===== src/rtl/reg_alu_sequencer_if.sv =====
// Request handshake, register-file port and completion report for reg_alu_sequencer.
// slave is the sequencer's view; master is the upstream/register-file side.
interface reg_alu_sequencer_if #(
  parameter int DATA_WIDTH = 32,
  parameter int ADDR_WIDTH = 5
);
  logic                  in_valid;
  logic                  in_ready;
  logic [2:0]            in_op;
  logic [ADDR_WIDTH-1:0] in_rd;
  logic [ADDR_WIDTH-1:0] in_rs1;
  logic [ADDR_WIDTH-1:0] in_rs2;
  logic [ADDR_WIDTH-1:0] raddr1;
  logic [ADDR_WIDTH-1:0] raddr2;
  logic [DATA_WIDTH-1:0] rdata1;
  logic [DATA_WIDTH-1:0] rdata2;
  logic                  wen;
  logic [ADDR_WIDTH-1:0] waddr;
  logic [DATA_WIDTH-1:0] wdata;
  logic                  done;
  logic [DATA_WIDTH-1:0] done_result;
  logic [2:0]            done_flag;

  modport slave (
    input  in_valid, in_op, in_rd, in_rs1, in_rs2, rdata1, rdata2,
    output in_ready, raddr1, raddr2, wen, waddr, wdata, done, done_result, done_flag
  );

  modport master (
    output in_valid, in_op, in_rd, in_rs1, in_rs2, rdata1, rdata2,
    input  in_ready, raddr1, raddr2, wen, waddr, wdata, done, done_result, done_flag
  );
endinterface


===== src/rtl/reg_alu_sequencer.sv =====
// Four-state execute controller: accept, read operands, compute ALU result/flags,
// write back to the register file and pulse done with the result.
module reg_alu_sequencer #(
  parameter int DATA_WIDTH = 32,
  parameter int ADDR_WIDTH = 5
) (
  input logic                clk,
  input logic                rst,
  reg_alu_sequencer_if.slave bus
);

  typedef enum logic [1:0] {IDLE, READ, EXEC, WB} state_t;

  typedef enum logic [2:0] {
    OP_AND = 3'b000,
    OP_OR  = 3'b001,
    OP_ADD = 3'b010,
    OP_SUB = 3'b110,
    OP_SLT = 3'b111
  } op_t;

  state_t                state, state_next;
  logic [2:0]            op_q;
  logic [ADDR_WIDTH-1:0] rd_q, rs1_q, rs2_q;
  logic [DATA_WIDTH-1:0] a_q, b_q;
  logic [DATA_WIDTH-1:0] result_q, last_result_q;
  logic [2:0]            flag_q, last_flag_q;

  logic                  accept;
  logic [DATA_WIDTH:0]   sum_ext, diff_ext;
  logic [DATA_WIDTH-1:0] alu_result;
  logic                  alu_ovf, alu_carry, alu_known;
  logic [2:0]            alu_flag;

  assign accept = bus.in_valid && bus.in_ready;

  always_comb begin
    // NOTE: every output of this block gets a default first, so no path can infer a latch.
    state_next = state;
    unique case (state)
      IDLE: if (accept) state_next = READ;
      READ: state_next = EXEC;
      EXEC: state_next = WB;
      WB:   state_next = IDLE;
      default: state_next = IDLE;
    endcase
  end

  // The borrow of A-B is the extra top bit of the widened difference.
  assign sum_ext  = {1'b0, a_q} + {1'b0, b_q};
  assign diff_ext = {1'b0, a_q} - {1'b0, b_q};

  always_comb begin
    alu_result = '0;
    alu_ovf    = 1'b0;
    alu_carry  = 1'b0;
    alu_known  = 1'b1;
    case (op_q)
      OP_AND: alu_result = a_q & b_q;
      OP_OR:  alu_result = a_q | b_q;
      OP_ADD: begin
        alu_result = sum_ext[DATA_WIDTH-1:0];
        alu_carry  = sum_ext[DATA_WIDTH];
        alu_ovf    = (a_q[DATA_WIDTH-1] == b_q[DATA_WIDTH-1]) &&
                     (sum_ext[DATA_WIDTH-1] != a_q[DATA_WIDTH-1]);
      end
      OP_SUB: begin
        alu_result = diff_ext[DATA_WIDTH-1:0];
        alu_carry  = diff_ext[DATA_WIDTH];
        alu_ovf    = (a_q[DATA_WIDTH-1] != b_q[DATA_WIDTH-1]) &&
                     (diff_ext[DATA_WIDTH-1] != a_q[DATA_WIDTH-1]);
      end
      OP_SLT: alu_result = {{(DATA_WIDTH-1){1'b0}}, ($signed(a_q) < $signed(b_q))};
      default: alu_known = 1'b0;
    endcase
    alu_flag = alu_known ? {alu_ovf, alu_carry, (alu_result == '0)} : 3'b000;
  end

  always_ff @(posedge clk) begin
    if (rst) begin
      state         <= IDLE;
      op_q          <= '0;
      rd_q          <= '0;
      rs1_q         <= '0;
      rs2_q         <= '0;
      a_q           <= '0;
      b_q           <= '0;
      result_q      <= '0;
      flag_q        <= '0;
      last_result_q <= '0;
      last_flag_q   <= '0;
    end else begin
      // NOTE: non-blocking assignments so every register samples pre-edge values.
      state <= state_next;
      if (accept) begin
        op_q  <= bus.in_op;
        rd_q  <= bus.in_rd;
        rs1_q <= bus.in_rs1;
        rs2_q <= bus.in_rs2;
      end
      if (state == READ) begin
        a_q <= bus.rdata1;
        b_q <= bus.rdata2;
      end
      if (state == EXEC) begin
        result_q <= alu_result;
        flag_q   <= alu_flag;
      end
      if (state == WB) begin
        last_result_q <= result_q;
        last_flag_q   <= flag_q;
      end
    end
  end

  // A reset arriving in WB suppresses the write and the done pulse in that same cycle.
  assign bus.in_ready    = (state == IDLE);
  assign bus.raddr1      = (state == READ) ? rs1_q : '0;
  assign bus.raddr2      = (state == READ) ? rs2_q : '0;
  assign bus.done        = (state == WB) && !rst;
  assign bus.wen         = bus.done && (rd_q != '0);
  assign bus.waddr       = (state == WB) ? rd_q : '0;
  assign bus.wdata       = (state == WB) ? result_q : '0;
  assign bus.done_result = bus.done ? result_q : last_result_q;
  assign bus.done_flag   = bus.done ? flag_q : last_flag_q;

endmodule

===== src/flat_wrapper.sv =====
// flat-port wrapper written by rule: the top's interface ports become plain ports
module reg_alu_sequencer_flat 
#(
  parameter int DATA_WIDTH = 32,
  parameter int ADDR_WIDTH = 5
)
  (clk, rst, bus_in_valid, bus_in_op, bus_in_rd, bus_in_rs1, bus_in_rs2, bus_rdata1, bus_rdata2, bus_in_ready, bus_raddr1, bus_raddr2, bus_wen, bus_waddr, bus_wdata, bus_done, bus_done_result, bus_done_flag);
  reg_alu_sequencer_if #(.DATA_WIDTH(DATA_WIDTH), .ADDR_WIDTH(ADDR_WIDTH)) bus_i ();
  input logic clk;
  input logic rst;
  input wire logic [$bits(bus_i.in_valid)-1:0] bus_in_valid;
  input wire logic [$bits(bus_i.in_op)-1:0] bus_in_op;
  input wire logic [$bits(bus_i.in_rd)-1:0] bus_in_rd;
  input wire logic [$bits(bus_i.in_rs1)-1:0] bus_in_rs1;
  input wire logic [$bits(bus_i.in_rs2)-1:0] bus_in_rs2;
  input wire logic [$bits(bus_i.rdata1)-1:0] bus_rdata1;
  input wire logic [$bits(bus_i.rdata2)-1:0] bus_rdata2;
  output wire logic [$bits(bus_i.in_ready)-1:0] bus_in_ready;
  output wire logic [$bits(bus_i.raddr1)-1:0] bus_raddr1;
  output wire logic [$bits(bus_i.raddr2)-1:0] bus_raddr2;
  output wire logic [$bits(bus_i.wen)-1:0] bus_wen;
  output wire logic [$bits(bus_i.waddr)-1:0] bus_waddr;
  output wire logic [$bits(bus_i.wdata)-1:0] bus_wdata;
  output wire logic [$bits(bus_i.done)-1:0] bus_done;
  output wire logic [$bits(bus_i.done_result)-1:0] bus_done_result;
  output wire logic [$bits(bus_i.done_flag)-1:0] bus_done_flag;
  assign bus_i.in_valid = bus_in_valid;
  assign bus_i.in_op = bus_in_op;
  assign bus_i.in_rd = bus_in_rd;
  assign bus_i.in_rs1 = bus_in_rs1;
  assign bus_i.in_rs2 = bus_in_rs2;
  assign bus_i.rdata1 = bus_rdata1;
  assign bus_i.rdata2 = bus_rdata2;
  assign bus_in_ready = bus_i.in_ready;
  assign bus_raddr1 = bus_i.raddr1;
  assign bus_raddr2 = bus_i.raddr2;
  assign bus_wen = bus_i.wen;
  assign bus_waddr = bus_i.waddr;
  assign bus_wdata = bus_i.wdata;
  assign bus_done = bus_i.done;
  assign bus_done_result = bus_i.done_result;
  assign bus_done_flag = bus_i.done_flag;
  reg_alu_sequencer #(.DATA_WIDTH(DATA_WIDTH), .ADDR_WIDTH(ADDR_WIDTH)) u_core (.clk(clk), .rst(rst), .bus(bus_i));
endmodule

===== config.mk =====
export PLATFORM = sky130hd
export DESIGN_NAME = reg_alu_sequencer_flat
export DESIGN_NICKNAME = d
export VERILOG_FILES = /design/src/rtl/reg_alu_sequencer_if.sv /design/src/rtl/reg_alu_sequencer.sv /design/src/flat_wrapper.sv
export SDC_FILE = /design/constraint.sdc
export NUM_CORES = 1
export LEC_CHECK = 0
export ABC_AREA = 0
export BUFFER_PORTS_ARGS = -buffer_cell sky130_fd_sc_hd__buf_4
export CAP_MARGIN = 15
export CORE_UTILIZATION = 35
export CTS_CLUSTER_DIAMETER = 120
export DETAILED_ROUTE_END_ITERATION = 6
export HOLD_SLACK_MARGIN = 0.15
export SLEW_MARGIN = 20
export SYNTH_ARGS = -nofsm -noshare
export SYNTH_HDL_FRONTEND = slang
export SYNTH_SLANG_ARGS = --single-unit

===== constraint.sdc =====
create_clock -name clk -period 3.5 [get_ports clk]
set_input_delay 0.525 -clock clk [delete_from_list [all_inputs] [get_ports clk]]
set_output_delay 0.525 -clock clk [all_outputs]
set_load 0.05 [all_outputs]

**After elaboration in Yosys (flattened, before gate mapping)**

Index checks and enable logic that the tools add are counted.
W data, S select, Z words.

- Add/subtract/negate cells: 2
- Eq/ne operators: 12
- Bitwise gates (word level): 2
- Reductions and logical operators: 11
- Multiplexer cells: 13
- $lt $le $gt $ge: 1

Operators with widths:

| kind | number |
|---|---|
| $pmux W32 S5 | 1 |
| $mux W32 | 2 |
| $add A32 B32 Y33 | 1 |
| $sub A32 B32 Y33 | 1 |
| $and A32 B32 Y32 | 1 |
| $logic_not A32 Y1 | 1 |
| $lt A32 B32 Y1 | 1 |
| $or A32 B32 Y32 | 1 |
| $mux W5 | 3 |
| $pmux W2 S4 | 1 |
| $eq A3 B3 Y1 const B | 2 |
| $mux W3 | 2 |
| $logic_and A1 B1 Y1 | 5 |
| $reduce_bool A5 Y1 | 1 |
| $reduce_or A5 Y1 | 1 |
| $eq A2 B2 Y1 const B | 2 |
| $pmux W1 S2 | 2 |
| $eq A3 B1 Y1 const B | 1 |
| $eq A3 B2 Y1 const B | 1 |
| $logic_not A3 Y1 | 1 |
| $ne A1 B1 Y1 | 3 |
| $eq A2 B1 Y1 const B | 1 |
| $logic_not A2 Y1 | 1 |
| $mux W2 | 1 |
| other kinds (4) | 4 |

- Word-level logic and storage cells: 52
- Register bits after elaboration: 154
- Bits of input ports: 85

**Depth between registers and ports, before layout**

- Depth after elaboration: 5
- Gate-level depth with buffers: 16
- Mapped depth without buffers: 16

**Least setup slack after synthesis**

Ideal clock, no wire load.

- Kind: flip-flop to flip-flop
- Start point: reg u_core.a_q[0]
- End point: reg u_core.flag_q[0]
- Path slack: 0.207 ns
- Buffers on the path: 0
- Required time: 3.383 ns
- Period minus slack after synthesis: 3.293 ns
- Arrival time: 3.175 ns
- Stages on the path, launching flop included: 17
- Cells stage by stage: dfxtp_1 > inv_1 > ha_1 > inv_1 > fa_1 > nand2b_1 > a221o_1 > a31oi_1 > a211o_1 > and3_1 > o31a_1 > o41ai_1 > o211ai_1 > o21ai_0 > nand2_1 > and4bb_1 > a32o_2

- Longest elaborated chain between the ends: 4
- Elaborated cells on any way between the ends: 8
- Those cells by class: add/sub: 2; order compare: 1; mux: 2; bitwise: 2; reduce/logical: 1

RTL lines:

| what | line | text |
|---|---|---|
| start: declaration | reg_alu_sequencer.sv:25 | `logic [DATA_WIDTH-1:0] a_q, b_q;` |
| start signal: assignment | reg_alu_sequencer.sv:102 | `a_q <= bus.rdata1;` |
| $sub A32 B32 Y33, or another cell as far along | reg_alu_sequencer.sv:51 | `assign diff_ext = {1'b0, a_q} - {1'b0, b_q};` |
| $pmux W32 S5 * | reg_alu_sequencer.sv:58 | `case (op_q)` |
| $logic_not A32 Y1 * | reg_alu_sequencer.sv:76 | `alu_flag = alu_known ? {alu_ovf, alu_carry, (alu_result == '0)} : 3'b000;` |
| $mux W3 * | reg_alu_sequencer.sv:76 |  |
| end signal: assignment | reg_alu_sequencer.sv:107 | `flag_q <= alu_flag;` |
| end: declaration | reg_alu_sequencer.sv:27 | `logic [2:0] flag_q, last_flag_q;` |

Mark *: on every way between the ends. The rest lies on a longest branch, timed or not.
A chain may end at the register's enable or synchronous reset.

**Final worst setup path**

- Start point: reg u_core.b_q[0]
- End point: reg u_core.flag_q[0]

- Longest elaborated chain between the ends: 4
- Elaborated cells on any way between the ends: 8
- Those cells by class: add/sub: 2; order compare: 1; mux: 2; bitwise: 2; reduce/logical: 1

RTL lines:

| what | line | text |
|---|---|---|
| start: declaration | reg_alu_sequencer.sv:25 |  |
| start signal: assignment | reg_alu_sequencer.sv:103 | `b_q <= bus.rdata2;` |
| $sub A32 B32 Y33, or another cell as far along | reg_alu_sequencer.sv:51 |  |
| $pmux W32 S5 * | reg_alu_sequencer.sv:58 |  |
| $logic_not A32 Y1 * | reg_alu_sequencer.sv:76 |  |
| $mux W3 * | reg_alu_sequencer.sv:76 |  |

Marked as above.

==> results.md <==
- Status: completed
- Multi-input logic area: 7670 µm²
- Final WS setup: 0.00233 ns
- Layout cells sized above 1: 29.9%
- Clk root buf: clkbuf_16
- Antenna cells: 0
- Critical Path End Type: register
- Initial Utilization: a little over a third
- Final nets: 1,895
- Htree depth: 4
- Max-cap violations: 0
- Commonest cells post-synth: 190 x nor2_1, 154 x dfxtp_1, 123 x inv_1
- Worst min path class: input pin to register
- R2R cell count: 15
- Drt pass-1 iters: 5
- Die W: 181 µm
- Final Hold Viols: 0
- Setup crit start kind: register
- Flop and latch count out of synthesis: 154
- Slew Limit Fails: 0
- DR WL/cell: 17.1 µm
- Die Y-Extent: 181 µm
- Num CTS Buffers: 17
- Peak VDD IR: 0.000413 V
- Sequential share of the synthesized area: 27.4%
- Worst clock skew: slightly below 0.01 ns
- Syn nets: 1,614
- Power per standard cell area: 732 nW/µm²
- DP HPWL: 27,700 µm
- Core area: between 30,000 and 40,000 µm²
- Pin count of the biggest net entering global routing: 91
- Synth Cell Area: roughly 11,000 µm²
- Critical path required time: 3.83 ns
- Layout filler cell count: 3,146
- Placed Instances: roughly 2,100
- Pwr Total: 11.0 mW
- Starting DRC count in detailed routing: 703
- Crit path max fanout: 5
- GRT Total Usage: 22.1%
- Area leader, netlist: dfxtp_1
- Final wirelength: 36,200 µm
- # hold bufs at CTS: 0
- Synth Instances: between 1,000 and 1,500
- Top-count cell post-synth: nor2_1
- Initial antenna violation count: 0
- Setup CP Type: register to register
- Leakage: 6.60 nW
- Predominant post-synthesis flop cell: dfxtp_1
- Vias in the first global route: around 11,000
- Place WS: -0.243 ns
- Global route overflow: 0
- Max_slew headroom: between 20% and 30%
- EDFF count, synth: 0
- Library cells used by synthesis: 78
- Syn avg cell area: 7.89 µm²
- DR vias: 11,200
- CTS tree: built
- Core Rows: 65
- Area share of the largest cell type after synthesis: between 20% and 30%
- Ranking of synthesized cells by area: dfxtp_1 27%, ha_1 11%, mux2i_1 9.2%
- WHS Path Cells: 3
- Die Area: roughly 33,000 µm²
- Placer Congestion: 0.947
- Fin cells: 2,123
- Max frequency: approximately 0.29 GHz
- Ports: 170
- Worst-path clk slew: roughly 0.080 ns
- Ys async rst share: 0%
- Minimum clock period: ~3.5 ns
- Reg area: 3100 µm²
- Yosys warning count: 0
- Worst slew pin tran: 1.10 ns
- Latest clock arrival within the worst-skew pair: ~0.44 ns
- Number of port buffers: between 150 and 200
- CTS Buffer Depth: 2
- DP Area: about 14,000 µm²
- Area grow syn2layout: 33.3%
- CTS Sinks: 154
- Period Utilization, post-route: 99.9%
- DR DRC count: 0
- Cell area after layout: 15,000 µm²
- First-pass GRT wire length: between 50,000 and 60,000 µm
- Antenna Nets Post-Route: 0
- RSZ-0062 raised after global routing: yes
- Final Setup Violations: 0
- Vias per cell: 5.27
- Arrival time worst endpoint: 3.83 ns
power by group:
part	internal (mW)	switching [mW]	leakage, nW
sequential	2.11	0.291	1.26
combinational	2.95	3.77	5.05
clock	0.969	0.902	0.286
total	6.03	4.96	6.60
worst max-delay path, cell delays in order, from the launching register on:
cell,delay [ns]
dfxtp_4,0.37
buf_6,0.12
ha_4,0.15
buf_6,0.11
or2_4,0.25
a2111oi_4,0.37
or3_4,0.25
a211oi_4,0.08
o211ai_2,0.20
a41oi_2,0.20
o41ai_4,0.38
mux2i_2,0.29
nor3_1,0.09
nand4_1,0.11
and4bb_1,0.20
a32o_2,0.23
logic make-up after synthesis:
family	share of synthesized area [%]
muxes	12.7
adders and majority gates	11.5
and+or+nand+nor	19.0
xor gates and xnor gates	1.71
DFF	27.4
AOI/OAI and AO/OA	20.2
buffers and inverters	7.53
cell type report:
| type | count | share of cell area (%) |
|---|---|---|
| Multi-Input combinational cell | 1058 | 51.1 |
| Sequential cell | 154 | 20.7 |
| Timing Repair Buffer | 353 | 17.9 |
| Tap cell | 402 | 3.35 |
| Inverter | 124 | 3.10 |
| Clock buffer | 18 | 2.92 |
| Clock inverter | 14 | 1.01 |
path summary, 6_finish.rpt:
kind                            slack (ns)                       endpoint                         start
worst max-delay path                 0.002  u_core.flag_q[0]$_SDFFE_PP0P_    u_core.b_q[0]$_SDFFE_PP0N_
worst min-delay path                  0.31    u_core.a_q[14]$_SDFFE_PP0N_                bus_rdata1[14]
worst max register to register       0.002  u_core.flag_q[0]$_SDFFE_PP0P_    u_core.b_q[0]$_SDFFE_PP0N_
worst min register to register        0.45   u_core.rs2_q[4]$_SDFFE_PP0P_  u_core.rs2_q[4]$_SDFFE_PP0P_
cells in the final DEF, fill, tap and decap left out, types with 5 or more instances in the layout:
cell / synthesis / final
o2111ai_1: 5 / 5
nor2_1: 190 / 187
dfxtp_1: 154 / 141
o211ai_1: 14 / 14
nand3_1: 15 / 15
o21ai_0: 38 / 35
o22ai_1: 8 / 5
nor2b_1: 12 / 11
nor3_1: 21 / 18
clkbuf_16: 0 / 17
a31oi_1: 12 / 10
or2_2: 6 / 5
a22oi_1: 15 / 13
o211a_1: 7 / 7
nand2b_1: 8 / 7
a21o_1: 10 / 10
a21oi_1: 122 / 119
o21bai_1: 5 / 5
inv_2: 0 / 7
ha_1: 100 / 89
a211oi_1: 32 / 29
xor2_1: 5 / 5
and2_1: 51 / 51
xnor2_1: 17 / 17
ha_4: 0 / 8
nand2_1: 99 / 99
nand4_1: 14 / 14
o31ai_1: 11 / 11
inv_1: 123 / 116
a21oi_2: 2 / 5
buf_4: 2 / 348
mux2_2: 36 / 36
dfxtp_2: 0 / 12
mux2i_1: 103 / 102
nor4_1: 15 / 14
and3_1: 8 / 8
metrics by stage:
stage / TNS [ns] / utilization (%) / hold WS, ns
detailed placement: -0.266 / 44.3 / 0.443
global route: -0.186 / 47.5 / 0.292
global placement: -0.198 / 44.3 / 0.438
CTS: 0 / 47.1 / 0.290
finish: 0 / 47.5 / 0.310
floorplan: 0 / - / 0.432
metal layers:
metal  GRT usage [%]  wire length, µm
met5               0                0
met4            6.07              614
met3            3.63             2210
met2            34.6            15800
met1            31.1            17600
flip-flops by register name, summed over array words and instances, names as in the netlist:
| register | flops |
|---|---|
| u_core.a_q | 32 |
| u_core.b_q | 32 |
| u_core.flag_q | 3 |
| u_core.last_flag_q | 3 |
| u_core.last_result_q | 32 |
| u_core.op_q | 3 |
| u_core.rd_q | 5 |
| u_core.result_q | 32 |
| u_core.rs1_q | 5 |
| u_core.rs2_q | 5 |
| u_core.state | 2 |
repair_timing:
item,CTS,global route
resized for setup,57,24
pin swaps,29,6
setup endpoints to repair,3,4
setup buffers,10,0
No activity file was read; power rests on OpenSTA's default activity.
